==> src/rtl/muldiv_pkg.sv <==
// Shared types and op-class masks for the iterative multiply/divide unit.
// Each mask is indexed by the RV32M funct3 encoding.
package muldiv_pkg;

  typedef enum logic [2:0] {
    OP_MUL    = 3'b000,
    OP_MULH   = 3'b001,
    OP_MULHSU = 3'b010,
    OP_MULHU  = 3'b011,
    OP_DIV    = 3'b100,
    OP_DIVU   = 3'b101,
    OP_REM    = 3'b110,
    OP_REMU   = 3'b111
  } muldiv_op_t;

  typedef enum logic [1:0] {
    ST_IDLE,
    ST_CALC,
    ST_FIX,
    ST_DONE
  } muldiv_state_t;

  // Bit i of each mask is set when op encoding i belongs to the class.
  localparam logic [7:0] OPS_DIV      = 8'b1111_0000;
  localparam logic [7:0] OPS_REM      = 8'b1100_0000;
  localparam logic [7:0] OPS_HIGH     = 8'b0000_1110;
  localparam logic [7:0] OPS_A_SIGNED = 8'b0101_0110;
  localparam logic [7:0] OPS_B_SIGNED = 8'b0101_0010;

  function automatic logic op_in(input logic [7:0] mask, input muldiv_op_t op);
    return mask[op];
  endfunction

endpackage

==> src/rtl/muldiv_unit.sv <==
// Iterative RV32M multiply/divide: XLEN-cycle shift-add / restoring divide on
// operand magnitudes, then a sign-correction cycle and a one-cycle done pulse.
module muldiv_unit
  import muldiv_pkg::*;
#(
  parameter int XLEN = 32
) (
  input  logic            clk,
  input  logic            rst,
  input  logic            start,
  input  logic [2:0]      op,
  input  logic [XLEN-1:0] A,
  input  logic [XLEN-1:0] B,
  input  logic            flush,
  output logic            ready,
  output logic            busy,
  output logic            done,
  output logic [XLEN-1:0] Result,
  output logic            zero,
  output logic            divzero
);

  localparam int CW = $clog2(XLEN + 1);
  localparam logic [CW-1:0] LAST_ITER = CW'(XLEN - 1);

  muldiv_state_t state, state_nxt;
  muldiv_op_t    op_q;
  logic [XLEN-1:0] a_mag, b_mag;
  logic [XLEN-1:0] hi, lo;
  logic [CW-1:0]   cnt;
  logic            res_neg_q, rem_neg_q, dz_q;

  // Operand conditioning at capture time.
  muldiv_op_t      op_in_cur;
  logic            a_neg, b_neg, accept, is_div_in;
  logic [XLEN-1:0] a_mag_in, b_mag_in;

  assign op_in_cur = muldiv_op_t'(op);
  assign is_div_in = op_in(OPS_DIV, op_in_cur);
  assign a_neg     = op_in(OPS_A_SIGNED, op_in_cur) & A[XLEN-1];
  assign b_neg     = op_in(OPS_B_SIGNED, op_in_cur) & B[XLEN-1];
  assign a_mag_in  = a_neg ? -A : A;
  assign b_mag_in  = b_neg ? -B : B;
  assign accept    = (state == ST_IDLE) && start && !flush;

  // NOTE: every always_comb output gets a default first so no path leaves it
  // unassigned, which would otherwise infer a latch.
  always_comb begin
    state_nxt = state;
    unique case (state)
      ST_IDLE: if (accept) state_nxt = ST_CALC;
      ST_CALC: begin
        if (flush)                  state_nxt = ST_IDLE;
        else if (cnt == LAST_ITER)  state_nxt = ST_FIX;
      end
      ST_FIX:  state_nxt = flush ? ST_IDLE : ST_DONE;
      ST_DONE: state_nxt = ST_IDLE;
      default: state_nxt = ST_IDLE;
    endcase
  end

  // NOTE: sequential state uses non-blocking assignments so every register
  // samples pre-edge values regardless of statement order.
  always_ff @(posedge clk or negedge rst) begin
    if (!rst) state <= ST_IDLE;
    else      state <= state_nxt;
  end

  // One iteration step for each algorithm.
  logic [XLEN:0]   mul_sum;
  logic [XLEN:0]   div_shift;
  logic [XLEN:0]   div_diff;
  logic            div_ge;

  assign mul_sum   = {1'b0, hi} + (lo[0] ? {1'b0, a_mag} : '0);
  assign div_shift = {hi, lo[XLEN-1]};
  assign div_diff  = div_shift - {1'b0, b_mag};
  assign div_ge    = (div_shift >= {1'b0, b_mag});

  // Sign correction and result selection, registered in FIX.
  logic [2*XLEN-1:0] prod, prod_fix;
  logic [XLEN-1:0]   quo_fix, rem_fix, fix_result;

  assign prod     = {hi, lo};
  assign prod_fix = res_neg_q ? -prod : prod;
  assign quo_fix  = dz_q ? '1 : (res_neg_q ? -lo : lo);
  assign rem_fix  = rem_neg_q ? -hi : hi;

  always_comb begin
    fix_result = prod_fix[XLEN-1:0];
    if (op_in(OPS_DIV, op_q))       fix_result = op_in(OPS_REM, op_q) ? rem_fix : quo_fix;
    else if (op_in(OPS_HIGH, op_q)) fix_result = prod_fix[2*XLEN-1:XLEN];
  end

  // NOTE: the datapath registers are few, so all of them are reset; this keeps
  // Result at zero after reset and avoids X propagation into the comparators.
  always_ff @(posedge clk or negedge rst) begin
    if (!rst) begin
      op_q      <= OP_MUL;
      a_mag     <= '0;
      b_mag     <= '0;
      hi        <= '0;
      lo        <= '0;
      cnt       <= '0;
      res_neg_q <= 1'b0;
      rem_neg_q <= 1'b0;
      dz_q      <= 1'b0;
      Result    <= '0;
    end else begin
      unique case (state)
        ST_IDLE: if (accept) begin
          op_q      <= op_in_cur;
          a_mag     <= a_mag_in;
          b_mag     <= b_mag_in;
          hi        <= '0;
          lo        <= is_div_in ? a_mag_in : b_mag_in;
          cnt       <= '0;
          res_neg_q <= a_neg ^ b_neg;
          rem_neg_q <= a_neg;
          dz_q      <= is_div_in && (B == '0);
        end
        ST_CALC: begin
          cnt <= cnt + 1'b1;
          if (op_in(OPS_DIV, op_q)) begin
            // Restoring step: keep the shifted partial remainder when it is
            // smaller than the divisor.
            hi <= div_ge ? div_diff[XLEN-1:0] : div_shift[XLEN-1:0];
            lo <= {lo[XLEN-2:0], div_ge};
          end else begin
            hi <= mul_sum[XLEN:1];
            lo <= {mul_sum[0], lo[XLEN-1:1]};
          end
        end
        ST_FIX: if (!flush) Result <= fix_result;
        default: ;
      endcase
    end
  end

  assign ready   = (state == ST_IDLE);
  assign busy    = !ready;
  assign done    = (state == ST_DONE);
  assign zero    = done && (Result == '0);
  assign divzero = done && dz_q;

endmodule
==> config.mk <==
export PLATFORM = sky130hd
export DESIGN_NAME = muldiv_unit
export DESIGN_NICKNAME = d
export VERILOG_FILES = /design/src/rtl/muldiv_pkg.sv /design/src/rtl/muldiv_unit.sv
export SDC_FILE = /design/constraint.sdc
export NUM_CORES = 1
export LEC_CHECK = 0
export BUFFER_PORTS_ARGS = -buffer_cell sky130_fd_sc_hd__buf_4
export CORE_MARGIN = 2
export CORE_UTILIZATION = 50
export CTS_CLUSTER_DIAMETER = 200
export DETAILED_ROUTE_END_ITERATION = 10
export GPL_TIMING_DRIVEN = 0
export PLACE_DENSITY = 0.65
export SKIP_CTS_REPAIR_TIMING = 1
export SYNTH_ARGS = -nofsm -noshare
export SYNTH_HDL_FRONTEND = slang
export SYNTH_SLANG_ARGS = --single-unit
==> constraint.sdc <==
create_clock -name clk -period 4.6 [get_ports clk]
set_input_delay 0.23 -clock clk [delete_from_list [all_inputs] [get_ports clk]]
set_output_delay 0.23 -clock clk [all_outputs]
set_load 0.03 [all_outputs]
==> run_results.csv <==
group,metric,value,unit
outcome,status,"complete, no violations",
synth,syn_area_per_cell,7.82,sq um
route,wl,64.2,mm
cells_and_area,syn_to_final_growth,12.6,%
route,first_pass_iters,6,
global_route,overflow,0,
cts,clock-sinks,174,
critical_path,rr_startpoint,"lo[0]",
floorplanning,start_util,0.506,
flow_run,cap_violations,0,
power_and_ir_drop,seqPwrFrac,0.240,
synth,synth-edff-count,0,
critical_path,setup.worst_path.end_class,"flip-flop",
critical_path,crit_top_cell,"nand2_1",
critical_path,crit_path_cell_trace,"clkbuf_1 > and2_1 > ha_1 > inv_1 > fa_1 > nor2b_1 > o31a_1 > o31ai_1 > a31oi_1 > a311o_1 > nand2_1 > xor2_1 > nand2_1 > a32o_1",
timing,post-route-min-period,4.35,ns
timing,drv_slew,0,
place,dpl.hpwl,50.9,mm
timing,relSlewSlack,0.187,
power_and_ir_drop,p_comb_frac,0.611,
power_and_ir_drop,swShare,0.509,
cells_and_area,final_cell_mix,"nand2_1, o21ai_0, dfrtp_1, nor2_1, a21oi_1",
synth,ys_types,79,
timing,min_period_over_period,0.946,
synth,synthFlopType,"dfrtp_1",
route,vias,16300,
cts,htreeDepth,4,
timing,setup_slack,0.246,ns
cells_and_area,num_antenna_cells,0,
global_route,use_met1,0.530,
power_and_ir_drop,p_int,5.13,mW
critical_path,critPathBufInv,2,
cts,cts_buffers,17,
place,gp_congestion,1.03,
timing,finalHoldViolations,0,
floorplanning,die_h,180,um
floorplanning,die_w,180,um
global_route,grt_pass1_wl,95.2,mm
timing,rsz0062_at_grt,"false",
critical_path,slowest_stage,"dfrtp_1",
global_route,use_met3,0.0735,
global_route,antenna_found_initial,0,
timing,finalSetupViolCount,0,
critical_path,cp.arrival,4.69,ns
cells_and_area,fin_nets,2245,
cts,insertion_delay,0.46,ns
critical_path,critPathTopFamily,"compound AO/OA/AOI/OAI gates",
synth,async_reset_ff_frac,1.00,
min_path,worst_hold_path.endpoint,"op_q[0]",
synth,syn-num-nets,2117,
route,postRouteAntennaNets,0,
floorplanning,core,0.0305,sq mm
global_route,gr-usage-met2,0.595,
synth,yosysWarningCount,0,
cells_and_area,final_common_cell,"nand2_1",
critical_path,cp-start-kind,"flip-flop",
min_path,hold_class,"primary input to flip-flop",
critical_path,criticalPathCategory,"flip-flop to flip-flop",
global_route,grt_max_degree,96,
cts,cts_tree,"built",
power_and_ir_drop,power_frac_clock,0.150,
global_route,grt-busiest-layer,"met2",
synth,ys_ff_latch,174,
timing,setup_tns,0,ns
route,post_drt_wl_per_cell,25.6,um
route,via_per_inst,6.50,
power_and_ir_drop,peakVddDrop,0.368,mV
min_path,min_path_cells,3,
critical_path,cp.required,4.94,ns
route,drc,0,
cts,cts_buffer_depth,2,
synth,syn_area,0.0154,sq mm
place,io_buffers,107,
critical_path,crit_fanout,10,
critical_path,worst-r2r-setup-slack,0.25,ns
critical_path,reg2reg_depth,14,
cts,root_buffer,"clkbuf_16",
cells_and_area,drive_gt1_frac,0.0833,
global_route,grt_pass1_vias,15600,
critical_path,cpPeakStageDelay,0.70,ns
floorplanning,fp-row-count,64,
floorplanning,dieArea,0.0323,sq mm
power_and_ir_drop,leakage,7.37,nW
timing,tightest_slew,1.22,ns
power_and_ir_drop,p_sw,5.32,mW
place,pre_cts_ws,0.184,ns
floorplanning,io_pins,108,
global_route,grt.total_usage,0.390,
route,drt_iter0_drc,2038,
critical_path,regToRegEndpoint,"hi[19]",
cts,clkTransAtPathRegs,0.08,ns
synth,syn_inst,1974,
synth,yosysSeqAreaShare,0.282,
power_and_ir_drop,power.density,601,mW/mm^2
min_path,worstHoldStart,"op[0]",
timing,fmax,0.230,GHz
timing,skew,0.0115,ns
final cells by class:
cell class	count	area (sq um)
inverters	72	270
well taps	396	495
multi-input cells	1596	10300
clock buffers	21	470
fillers	2958	13100
clock inverters	10	129
repair buffers	110	858
flip-flops and latches	174	4350
plain buffers	131	513
power by group through the flow:
stage | clock network, mW | logic [mW] | registers, mW
2_1_floorplan | 0 | 4.37 | 2.32
3_3_place_gp | 0 | 6.09 | 2.47
3_5_place_dp | 0 | 6.16 | 2.48
4_1_cts | 1.55 | 6.21 | 2.45
5_1_grt | 1.61 | 6.88 | 2.53
6_report | 1.56 | 6.38 | 2.51
cell families after synthesis:
| group | after synthesis | share of synthesized area |
|---|---|---|
| mux | 55 | 0.0365 |
| xor+xnor | 198 | 0.113 |
| fa+ha+maj | 72 | 0.0593 |
| buf+inv | 204 | 0.0509 |
| flops | 174 | 0.282 |
| simple gates | 653 | 0.201 |
| compound gates | 618 | 0.257 |
layer usage:
metal,part of all wire,vias up
li1,-,7387
met1,0.42,7880
met2,0.43,892
met3,0.098,165
met4,0.055,0
met5,0,-
stage by stage:
stage | instances | area (sq um) | hold WS (ns) | util | total power, mW
after global routing | 2510 | 17400 | 0.0936 | 0.570 | 11.0
final | 2510 | 17400 | 0.0640 | 0.570 | 10.4
after CTS | 2509 | 17400 | -0.203 | 0.569 | 10.2
after detailed placement | 2478 | 16800 | 0.285 | 0.550 | 8.65
after floorplan | 1974 | 15400 | -0.0656 | - | 6.69
after global placement | 2477 | 16700 | 0.429 | 0.548 | 8.56
how the worst max path moves through the flow:
stage,from,slack (ns),cells after the start,end
after floorplan,lo[0],1.26,15,hi[31]
after global placement,lo[0],0.25,15,hi[19]
after detailed placement,lo[0],0.18,15,hi[19]
after CTS,lo[0],0.15,15,hi[19]
after global routing,lo[0],0.07,14,hi[25]
final,lo[0],0.25,14,hi[19]
synthesized netlist by cell type (all sizes together), types with 39 or more instances:
| master | count | area, sq um |
|---|---|---|
| and2 | 42 | 263 |
| nor3 | 42 | 215 |
| inv | 71 | 267 |
| o21ai | 194 | 971 |
| mux2i | 45 | 450 |
| a21oi | 122 | 611 |
| nand2 | 233 | 877 |
| nor2 | 147 | 552 |
| xnor2 | 87 | 762 |
| dfrtp | 174 | 4350 |
| xor2 | 111 | 980 |
| nand3 | 39 | 195 |
| clkbuf | 118 | 444 |
| a211oi | 41 | 308 |
| ha | 70 | 876 |
state kept, by name (all words and copies together) (netlist names):
| signal | count |
|---|---|
| a_mag | 32 |
| res_neg_q | 1 |
| dz_q | 1 |
| Result | 32 |
| op_q | 3 |
| lo | 32 |
| hi | 32 |
| rem_neg_q | 1 |
| cnt | 6 |
| state | 2 |
| b_mag | 32 |
worst register-to-register path: stages (launching register included):
cell	delay, ns
dfrtp_1	0.70
clkbuf_1	0.36
and2_1	0.19
ha_1	0.18
inv_1	0.06
fa_1	0.38
nor2b_1	0.23
o31a_1	0.21
o31ai_1	0.12
a31oi_1	0.56
a311o_1	0.47
nand2_1	0.14
xor2_1	0.25
nand2_1	0.09
a32o_1	0.28
(Power assumes the default switching activity.)
